--- config.mk ---
export PLATFORM = sky130hd
export DESIGN_NAME = cgra_config_sequencer
export DESIGN_NICKNAME = d
export VERILOG_FILES = /design/src/rtl/cgra_config_sequencer.sv
export SDC_FILE = /design/constraint.sdc
export NUM_CORES = 1
export LEC_CHECK = 0
export CORE_MARGIN = 4
export CORE_UTILIZATION = 48
export CTS_BUF_LIST = sky130_fd_sc_hd__clkbuf_4 sky130_fd_sc_hd__clkbuf_8 sky130_fd_sc_hd__clkbuf_16
export DETAILED_ROUTE_END_ITERATION = 10
export PLACE_DENSITY = 0.92
export SETUP_SLACK_MARGIN = 0.4
export SLEW_MARGIN = 10
export SYNTH_ARGS = -nofsm -noshare
export SYNTH_HDL_FRONTEND = slang
export SYNTH_SLANG_ARGS = --single-unit
--- constraint.sdc ---
create_clock -name clk_in -period 4.19 [get_ports clk_in]
set_input_delay 1.257 -clock clk_in [delete_from_list [all_inputs] [get_ports clk_in]]
set_output_delay 1.257 -clock clk_in [all_outputs]
set_load 0.1 [all_outputs]
--- src/rtl/cgra_config_sequencer.sv ---
// ---------------------------------------------------------------------------
// cgra_config_sequencer
//
// Purpose:
//   Drives one configure-and-run session of a CGRA array:
//     1. hold the array in reset,
//     2. stream a bitstream into it one beat at a time,
//     3. let it run for a fixed number of cycles,
//     4. report completion.
//   The session is started by start_in. abort_in or reset_in cancels it.
//
// Ports:
//   clk_in           - single clock; all state changes on its rising edge
//   reset_in         - asynchronous, active-low reset
//   start_in         - start request, honoured only in IDLE or DONE
//   abort_in         - return to IDLE from any state; wins over start_in
//   cfg_valid_in     - source presents a configuration beat
//   cfg_ready_out    - sequencer accepts a beat this cycle (registered)
//   cfg_addr_in      - beat address (CFG_ADDR_W bits)
//   cfg_data_in      - beat data (CFG_DATA_W bits)
//   cfg_last_in      - marks the final beat of the bitstream
//   array_reset_out  - active-high reset to the array
//   config_addr_out  - address to the array; 0 when no fresh beat
//   config_data_out  - data to the array; 0 when no fresh beat
//   config_done_out  - bitstream fully delivered
//   run_done_out     - run window elapsed
//   beat_count_out   - accepted beats this session, saturating at 0xFFFF
// ---------------------------------------------------------------------------
module cgra_config_sequencer #(
  parameter int CFG_ADDR_W = 32,
  parameter int CFG_DATA_W = 32,
  parameter int RST_CYCLES = 3,
  parameter int RUN_CYCLES = 10000
) (
  input  logic                  clk_in,
  input  logic                  reset_in,
  input  logic                  start_in,
  input  logic                  abort_in,
  input  logic                  cfg_valid_in,
  output logic                  cfg_ready_out,
  input  logic [CFG_ADDR_W-1:0] cfg_addr_in,
  input  logic [CFG_DATA_W-1:0] cfg_data_in,
  input  logic                  cfg_last_in,
  output logic                  array_reset_out,
  output logic [CFG_ADDR_W-1:0] config_addr_out,
  output logic [CFG_DATA_W-1:0] config_data_out,
  output logic                  config_done_out,
  output logic                  run_done_out,
  output logic [15:0]           beat_count_out
);

  localparam logic [2:0] S_IDLE = 3'd0;
  localparam logic [2:0] S_ARST = 3'd1;
  localparam logic [2:0] S_LOAD = 3'd2;
  localparam logic [2:0] S_RUN  = 3'd3;
  localparam logic [2:0] S_DONE = 3'd4;

  // The counters only have to reach N-1.
  // A single-cycle window still needs a 1-bit counter.
  localparam int RST_W = (RST_CYCLES > 1) ? $clog2(RST_CYCLES) : 1;
  localparam int RUN_W = (RUN_CYCLES > 1) ? $clog2(RUN_CYCLES) : 1;
  localparam logic [RST_W-1:0] RST_LAST = RST_W'(RST_CYCLES - 1);
  localparam logic [RUN_W-1:0] RUN_LAST = RUN_W'(RUN_CYCLES - 1);

  logic [2:0]            state_q, state_d;
  logic [RST_W-1:0]      rst_cnt_q, rst_cnt_d;
  logic [RUN_W-1:0]      run_cnt_q, run_cnt_d;
  logic                  ready_q, ready_d;
  logic                  arst_q, arst_d;
  logic [CFG_ADDR_W-1:0] addr_q, addr_d;
  logic [CFG_DATA_W-1:0] data_q, data_d;
  logic                  cfg_done_q, cfg_done_d;
  logic                  run_done_q, run_done_d;
  logic [15:0]           beat_cnt_q, beat_cnt_d;
  logic                  beat_accept;

  // ready_q is 1 exactly while the FSM is in LOAD.
  // The handshake therefore never looks combinationally at cfg_valid_in.
  assign beat_accept = cfg_valid_in && ready_q;

  always_comb begin
    state_d    = state_q;
    rst_cnt_d  = rst_cnt_q;
    run_cnt_d  = run_cnt_q;
    addr_d     = '0;
    data_d     = '0;
    cfg_done_d = cfg_done_q;
    run_done_d = run_done_q;
    beat_cnt_d = beat_cnt_q;

    if (abort_in) begin
      // Abort wins over everything, including a beat accepted in the same cycle.
      state_d    = S_IDLE;
      rst_cnt_d  = '0;
      run_cnt_d  = '0;
      cfg_done_d = 1'b0;
      run_done_d = 1'b0;
      beat_cnt_d = '0;
    end else begin
      case (state_q)
        S_IDLE, S_DONE: begin
          if (start_in) begin
            state_d    = S_ARST;
            rst_cnt_d  = '0;
            cfg_done_d = 1'b0;
            run_done_d = 1'b0;
            beat_cnt_d = '0;
          end
        end
        S_ARST: begin
          if (rst_cnt_q == RST_LAST) begin
            state_d   = S_LOAD;
            rst_cnt_d = '0;
          end else begin
            rst_cnt_d = rst_cnt_q + 1'b1;
          end
        end
        S_LOAD: begin
          if (beat_accept) begin
            // Address 0 is a legal beat.
            // It is forwarded and counted like any other beat.
            addr_d     = cfg_addr_in;
            data_d     = cfg_data_in;
            beat_cnt_d = (beat_cnt_q == 16'hFFFF) ? beat_cnt_q
                                                  : beat_cnt_q + 16'd1;
            if (cfg_last_in) begin
              state_d    = S_RUN;
              cfg_done_d = 1'b1;
              run_cnt_d  = '0;
            end
          end
        end
        S_RUN: begin
          if (run_cnt_q == RUN_LAST) begin
            state_d    = S_DONE;
            run_done_d = 1'b1;
            run_cnt_d  = '0;
          end else begin
            run_cnt_d = run_cnt_q + 1'b1;
          end
        end
        default: state_d = S_IDLE;
      endcase
    end
  end

  // The Moore outputs are registered from the next state.
  // This keeps them glitch-free and aligned with state_q.
  always_comb begin
    ready_d = (state_d == S_LOAD);
    arst_d  = (state_d == S_ARST);
  end

  always_ff @(posedge clk_in or negedge reset_in) begin
    if (!reset_in) begin
      state_q    <= S_IDLE;
      rst_cnt_q  <= '0;
      run_cnt_q  <= '0;
      ready_q    <= 1'b0;
      arst_q     <= 1'b0;
      addr_q     <= '0;
      data_q     <= '0;
      cfg_done_q <= 1'b0;
      run_done_q <= 1'b0;
      beat_cnt_q <= '0;
    end else begin
      state_q    <= state_d;
      rst_cnt_q  <= rst_cnt_d;
      run_cnt_q  <= run_cnt_d;
      ready_q    <= ready_d;
      arst_q     <= arst_d;
      addr_q     <= addr_d;
      data_q     <= data_d;
      cfg_done_q <= cfg_done_d;
      run_done_q <= run_done_d;
      beat_cnt_q <= beat_cnt_d;
    end
  end

  assign cfg_ready_out   = ready_q;
  assign array_reset_out = arst_q;
  assign config_addr_out = addr_q;
  assign config_data_out = data_q;
  assign config_done_out = cfg_done_q;
  assign run_done_out    = run_done_q;
  assign beat_count_out  = beat_cnt_q;

endmodule

# After elaboration in Yosys (flattened, before gate mapping)
# Index checks and enable logic that the tools add are counted.
# word_totals
inputBits,70
wordCells,74
register_bits,103
# op_classes
muxes,35
add_sub_neg,3
n_reduce_logical,12
eq_ne,14
# op_table
cell,n
$mux W32,6
$mux W16,4
$mux W14,4
$pmux W16 S2,1
$pmux W14 S2,1
$mux W3,6
$add A16 B1 Y16 const B,1
$eq A16 B16 Y1 const B,1
$ne A3 B3 Y1 const B,5
$add A14 B1 Y14 const B,1
$eq A14 B14 Y1 const B,1
$pmux W3 S4,1
$reduce_bool A3 Y1,4
$eq A3 B2 Y1 const B,3
$reduce_and A4 Y1,2
$eq A3 B1 Y1 const B,2
$mux W1,6
$mux W2,3
$reduce_and A3 Y1,2
$pmux W1 S2,2
$pmux W2 S2,1
$eq A3 B3 Y1 const B,1
$logic_not A3 Y1,1
$add A2 B1 Y2 const B,1
4 further kinds,4

# Longest topological paths before layout
# Gate-level depths: netlist of run 1.
# depth
ltp_word,5
mapped_depth,7

# Worst setup path after synthesis of run 1
# No wires, ideal clock.
# synth_timing
path_type,input port to flip-flop
from,input port abort_in
to,register beat_cnt_q[5] (netlist: beat_count_out[5])
setup_time_ps,85
path_stages,7
path_slack_ps,1576
n_path_buf,3
arrival_time_ps,2528
cell_sequence,buf_2 -> nor4b_4 -> and3_1 -> buf_2 -> buf_4 -> a31oi_1 -> a31oi_1
# synth_via
elab_chain_cells,2
# synth_lines
item,line_no,rtl
"start, declared",38,"input logic abort_in,"
$ne A3 B3 Y1 (no line) or $reduce_bool A3 Y1 (tied branches),n/a,
$reduce_and A4 Y1 (no line),n/a,
"end signal, assigned",176,beat_cnt_q <= beat_cnt_d;
"end, declared",74,"logic [15:0] beat_cnt_q, beat_cnt_d;"
# Parallel ways exist; a longest one is shown, timed or not.
# A chain may end at the register's enable or synchronous reset.

# Final worst setup path of run 1
# layout_timing
from,register beat_cnt_q[9] (netlist: beat_count_out[9])
to,output port beat_count_out[9]
# layout_lines
item,line_no,rtl
"end, declared",49,output logic [15:0] beat_count_out
# No word-level cell between the ends.

==> impl_metrics.toml, run 1 <==
[clock_network]
cts_setup_buffers = 0
ctsResizeCount = 0
cts_buffer_depth = 2
cts-htree-levels = 3
clk_pin_slew_worst_paths_ps = 110
clk_latency_ps = 360
cts-root-buf = "clkbuf_8"
clock-sinks = 103
numCtsBuffers = 9
hold_buffers = 0
cts_tree = "done"

[logic_synthesis]
synth_compound_area_share_pct = 13.1
yosys.area_share.simple_pct = 24.4
ys_seq_area_share_pct = 59.2
ys_seq_elements = 103
synthMuxAreaShare_pct = 0.230
synthCells = 390
synthXorXnorAreaFrac_pct = 0.201
ys_warn_count = 0
synth_ff_type = "dfrtp_1"
synth_top_family_by_area = "simple AND/OR/NAND/NOR gates"
syn_area_um2 = 4350
synth_cell_types = 54
async_reset_ff_share_pct = 100
synthAdderAreaFrac_pct = 0.575
synth_edf_count = 0
syn_avg_cell_area_um2 = 11.2
synth_nets = 462

[floorplan]
rows = 34
io_pins = 154
core-area_um2 = 8760
die_y_um = 103
die_area_um2 = 10700
die_width_um = 103
initial_core_util_pct = 49.7

[layout]
fin_area_um2 = 6180
num_antenna_cells = 0
nets = 617
drive_gt1_share_pct = 7.10
area_growth_pct = 41.9

[run]
maxCapViolCount = 0

[worst_setup_path]
arrival_ps = 2070
critPathTopFamily = "buffers and inverters"
cp.depth = 1
critPathRequiredTime_ps = 2930
r2r_slack_ps = 2020
cp_num_buf_inv = 1
cp_max_fo = 7
setup.worst_path.class = "reg2out"
crit_chain = "clkdlybuf4s50_1"
crit_path_start_kind = "register"
r2r_end = "beat_count_out[2]"
reg2reg_from = "beat_count_out[0]"
slowest_stage = "clkdlybuf4s50_1"
end_kind = "primary output"
max_stage_delay_ps = 1190
rr_worst_depth = 5

[power_and_ir_drop]
p_leak_nw = 2.66
ir_worst_vdd_v = 0.000146
p_per_area_nw_per_um2 = 276

[global_routing]
grt_max_degree = 59
overflow = 0
grt_pass1_vias = 3506
grtUsageTotal_pct = 21.8
antenna_found_initial = 0
grt_pass1_wl_um = 18100

[route]
routed_wl_um = 11600
vias_per_cell = 5.55
ant_nets = 0
routedWlPerCell_um = 17.6
drt_pass1_iterations = 6
drcViolationCount = 0
num_vias = 3644
drtIter0Drc = 259

[placed_design]
port_buffers = 153
dp_slack_ps = 718
placed_area_um2 = 6000
gp_congestion = 0.904
dp_hpwl_um = 8680

[worst_hold_path]
hold_path.class = "reg2reg"
min_to = "run_cnt_q[12]"
holdPathStages = 1
worstHoldStart = "run_cnt_q[12]"

[timing]
finalCritPeriodShare_pct = 79.3
drv_slew = 0
rsz0062_at_grt = "false"
max_freq_ghz = 0.301
worst_slack_ps = 867
hold_ws_ps = 515
hold_violations = 0
skew_ps = 15.8
slew_headroom_pct = 32.1
finalSetupViolations = 0
timing.final.crit_period_ps = 3320
setup-tns-final_ps = 0
worst_slew_pin_slew_ps = 1020

[run_status]
status = "finished, final reports clean"
==> registers in the layout (all words and copies together) (netlist names) <==
name / cells
config_addr_out: 32
config_data_out: 32
beat_count_out: 16
run_cnt_q: 14
state_q: 3
rst_cnt_q: 2
array_reset_out: 1
cfg_ready_out: 1
config_done_out: 1
run_done_out: 1
==> stage by stage <==
| stage | util [%] | power [W] | cells |
|---|---|---|---|
| finish | 70.5 | 0.00170 | 657 |
| global placement | 68.4 | 0.00114 | 642 |
| detailed placement | 68.4 | 0.00115 | 642 |
| floorplan | - | 0.00105 | 390 |
| global route | 70.5 | 0.00177 | 657 |
| CTS | 70.5 | 0.00172 | 657 |
==> layout by cell type, fill, tap and decap left out, types with 3 or more instances in the layout <==
master	netlist	routed
and3_1	4	3
buf_4	1	7
nor4_1	4	4
a31oi_1	18	18
nand2_1	24	24
a21oi_1	15	15
clkbuf_8	0	9
o211ai_1	7	7
inv_1	9	9
nand4_1	6	6
clkdlybuf4s50_1	0	152
o31ai_1	4	4
dfrtp_1	103	103
nor3_1	9	9
and2_1	67	67
nor2b_1	4	4
a22o_1	3	3
nand2b_1	4	4
o21ai_0	15	15
nand3_1	17	17
nor2_1	10	10
or2_2	4	4
==> synth_stat cells, types with 2 or more instances <==
library cell  instances  share of area [%]
dfrtp_1             103                 59
and2_1               67                9.6
nand2_1              24                2.1
a31oi_1              18                2.6
nand3_1              17                2.0
a21oi_1              15                1.7
o21ai_0              15                1.7
nor2_1               10               0.86
clkbuf_1              9               0.78
inv_1                 9               0.78
nor3_1                9                1.0
o211ai_1              7                1.2
nand4_1               6               0.86
buf_2                 5               0.57
and3_1                4               0.57
nand2b_1              4               0.57
nor2b_1               4               0.57
nor4_1                4               0.57
o31ai_1               4               0.69
or2_2                 4               0.57
a22o_1                3               0.60
a211oi_1              2               0.34
a22oi_1               2               0.34
a2bb2oi_1             2               0.40
a31o_2                2               0.40
a41oi_1               2               0.40
ha_1                  2               0.57
nand3b_1              2               0.34
nand4_2               2               0.57
nand4_4               2               0.98
nor4bb_1              2               0.46
o21a_1                2               0.34
o311ai_0              2               0.40
o31a_1                2               0.40
or3_1                 2               0.29
or4_1                 2               0.34
or4_4                 2               0.52
==> layer usage <==
metal  share of wire (%)  up-vias  wire, µm  track usage (%)
met2                  49      166      5730             36.3
met5                   0        -         0                0
met3                 8.5       23       988             5.03
li1                    -     1707         -                -
met1                  40     1748      4650             28.4
met4                 1.9        0       224             7.37
==> report_power, final <==
group	switching, W	internal [W]	total, W
Clock	0.000356	0.000223	0.000579
Combinational	0.0000548	0.0000694	0.000124
Sequential	0.00000504	0.000996	0.00100
==> kinds of logic (layout without fill, tap and decap cells) <==
logic type / Yosys count / count (layout)
xor+xnor: 1 / 1
mux: 1 / 1
simple gates: 173 / 173
buf+inv: 24 / 183
compound gates: 86 / 86
flops: 103 / 103
fa+ha+maj: 2 / 2
==> final cells by class <==
cell class / count / area (µm²)
inverters: 9 / 33.8
repair buffers: 159 / 1570
clock buffers: 9 / 124
flip-flops and latches: 103 / 2580
well taps: 108 / 135
clock inverters: 6 / 55.1
multi-input cells: 263 / 1680
fillers: 584 / 2590
==> worst max path at each step <==
| stage | start | endpoint | slack, ps |
|---|---|---|---|
| after floorplan | abort_in | beat_count_out[5] | 1580 |
| after global placement | abort_in | config_data_out[16] | 770 |
| after detailed placement | abort_in | config_data_out[10] | 720 |
| after CTS | beat_count_out[9] | beat_count_out[9] | 860 |
| after global routing | beat_count_out[9] | beat_count_out[9] | 810 |
| final | beat_count_out[9] | beat_count_out[9] | 870 |
Note: power is estimated with default switching activity, not from simulation.
==> inputs of run 2 (changes only) <==
--- a/config.mk
+++ b/config.mk
@@ -6,10 +6,10 @@
 export NUM_CORES = 1
 export LEC_CHECK = 0
 export CORE_MARGIN = 4
-export CORE_UTILIZATION = 48
+export CORE_UTILIZATION = 45
 export CTS_BUF_LIST = sky130_fd_sc_hd__clkbuf_4 sky130_fd_sc_hd__clkbuf_8 sky130_fd_sc_hd__clkbuf_16
 export DETAILED_ROUTE_END_ITERATION = 10
-export PLACE_DENSITY = 0.92
+export PLACE_DENSITY = 0.87
 export SETUP_SLACK_MARGIN = 0.4
 export SLEW_MARGIN = 10
 export SYNTH_ARGS = -nofsm -noshare
==> constraint.sdc (replaced) <==
create_clock -name clk_in -period 3.25 [get_ports clk_in]
set_input_delay 0.975 -clock clk_in [delete_from_list [all_inputs] [get_ports clk_in]]
set_output_delay 0.975 -clock clk_in [all_outputs]
set_load 0.1 [all_outputs]
==> impl_metrics.toml, run 2 (same netlist as run 1, synthesis figures left out) <==
[worst_setup_path]
arrival_ps = 2850
r2r_slack_ps = 1000
r2r_end = "beat_count_out[0]"
cp_max_fo = 12
reg2reg_from = "beat_count_out[0]"
rr_worst_depth = 5
end_kind = "register"
crit_path_start_kind = "input port"
setup.worst_path.class = "in2reg"
critPathRequiredTime_ps = 3550

[route]
routed_wl_um = 11500
ant_nets = 0
drcViolationCount = 0
routedWlPerCell_um = 17.0
drtIter0Drc = 308
vias_per_cell = 5.38
num_vias = 3650
drt_pass1_iterations = 5

[global_routing]
overflow = 0
grt_max_degree = 61
grt_pass1_wl_um = 18600
grt_pass1_vias = 3617
grtUsageTotal_pct = 20.5
antenna_found_initial = 0

[clock_network]
clk_latency_ps = 370
cts_setup_buffers = 0
cts-root-buf = "clkbuf_8"
numCtsBuffers = 9
cts_tree = "done"
hold_buffers = 0
ctsResizeCount = 0
cts-htree-levels = 3
clock-sinks = 103
clk_pin_slew_worst_paths_ps = 110
cts_buffer_depth = 2

[timing]
finalCritPeriodShare_pct = 78.5
hold_violations = 0
worst_slew_pin_slew_ps = 977
timing.final.crit_period_ps = 2550
slew_headroom_pct = 34.9
setup-tns-final_ps = 0
skew_ps = 18.0
max_freq_ghz = 0.392
finalSetupViolations = 0
worst_slack_ps = 699
drv_slew = 0
rsz0062_at_grt = "false"

[floorplan]
die_area_um2 = 11300
die_y_um = 106
core-area_um2 = 9330
rows = 35
initial_core_util_pct = 46.7
die_width_um = 106
io_pins = 154

[power_and_ir_drop]
p_switching_w = 0.000542
clkPwrFrac_pct = 34.3
p_per_area_nw_per_um2 = 367
ir_worst_vdd_v = 0.000226
switching_share_pct = 24.6
fin_total_pwr_w = 0.00221
p_leak_nw = 2.84
p_int_w = 0.00166
p_seq_share_pct = 58.5
p_comb_share_pct = 7.2

[layout]
final_cell_mix = "dfrtp_1, buf_4, clkdlybuf4s50_1, and2_1, nand2_1"
layout_commonest_cell = "dfrtp_1"
fin_util_pct = 64.5
nets = 617
num_antenna_cells = 0
area_growth_pct = 38.2
drive_gt1_share_pct = 22.4

[placed_design]
gp_congestion = 0.903
dp_hpwl_um = 8400
dp_slack_ps = 381
port_buffers = 153

[run_status]
status = "finished, final reports clean"

[worst_hold_path]
min_to = "config_done_out"
worstHoldStart = "config_done_out"
holdPathStages = 2
hold_path.class = "reg2reg"

[run]
maxCapViolCount = 0
## run 2: area by class of cell
type / instances / area, µm²
fillers: 723 / 3310
clock buffers: 9 / 124
repair buffers: 159 / 1390
clock inverters: 6 / 55.1
inverters: 9 / 33.8
multi-input cells: 263 / 1680
well taps: 129 / 161
flip-flops and latches: 103 / 2580
## run 2: metrics by stage
step                      hold WS [ps]  cells  instance area, µm²
final                              539    678                6020
after global routing               559    678                6020
after CTS                          538    678                6020
after detailed placement           517    663                5840
after global placement             506    663                5840
after floorplan                    473    390                4350
## run 2: power groups by stage
stage          clock network [W]  registers [W]  logic [W]
2_1_floorplan                  0        0.00132  0.0000325
3_3_place_gp                   0        0.00132   0.000158
3_5_place_dp                   0        0.00132   0.000159
4_1_cts                 0.000775        0.00129   0.000161
5_1_grt                 0.000832        0.00129   0.000173
6_report                0.000756        0.00129   0.000159
## run 2: critical path: stages
cell and delay [ps]:
clkdlybuf4s50_1 550, nand4b_1 140, o221ai_1 800, a41oi_1 210, a21oi_1 160
## run 2: how the worst max path moves through the flow
stage | startpoint | end | slack, ps | depth (start not counted)
2_1_floorplan | beat_count_out[0] | beat_count_out[5] | 730 | 5
6_report | cfg_valid_in | beat_count_out[14] | 700 | 5
3_3_place_gp | cfg_valid_in | beat_count_out[14] | 370 | 5
3_5_place_dp | cfg_valid_in | beat_count_out[14] | 380 | 5
5_1_grt | cfg_valid_in | beat_count_out[14] | 460 | 5
4_1_cts | abort_in | beat_count_out[8] | 770 | 6
## run 2: metal layers
layer / up-vias / wire length [µm] / GRT usage [%]
met5: - / 0 / 0
met4: 0 / 180 / 5.37
met3: 24 / 976 / 4.55
met2: 176 / 5830 / 34.8
met1: 1743 / 4570 / 26.7
li1: 1707 / - / -
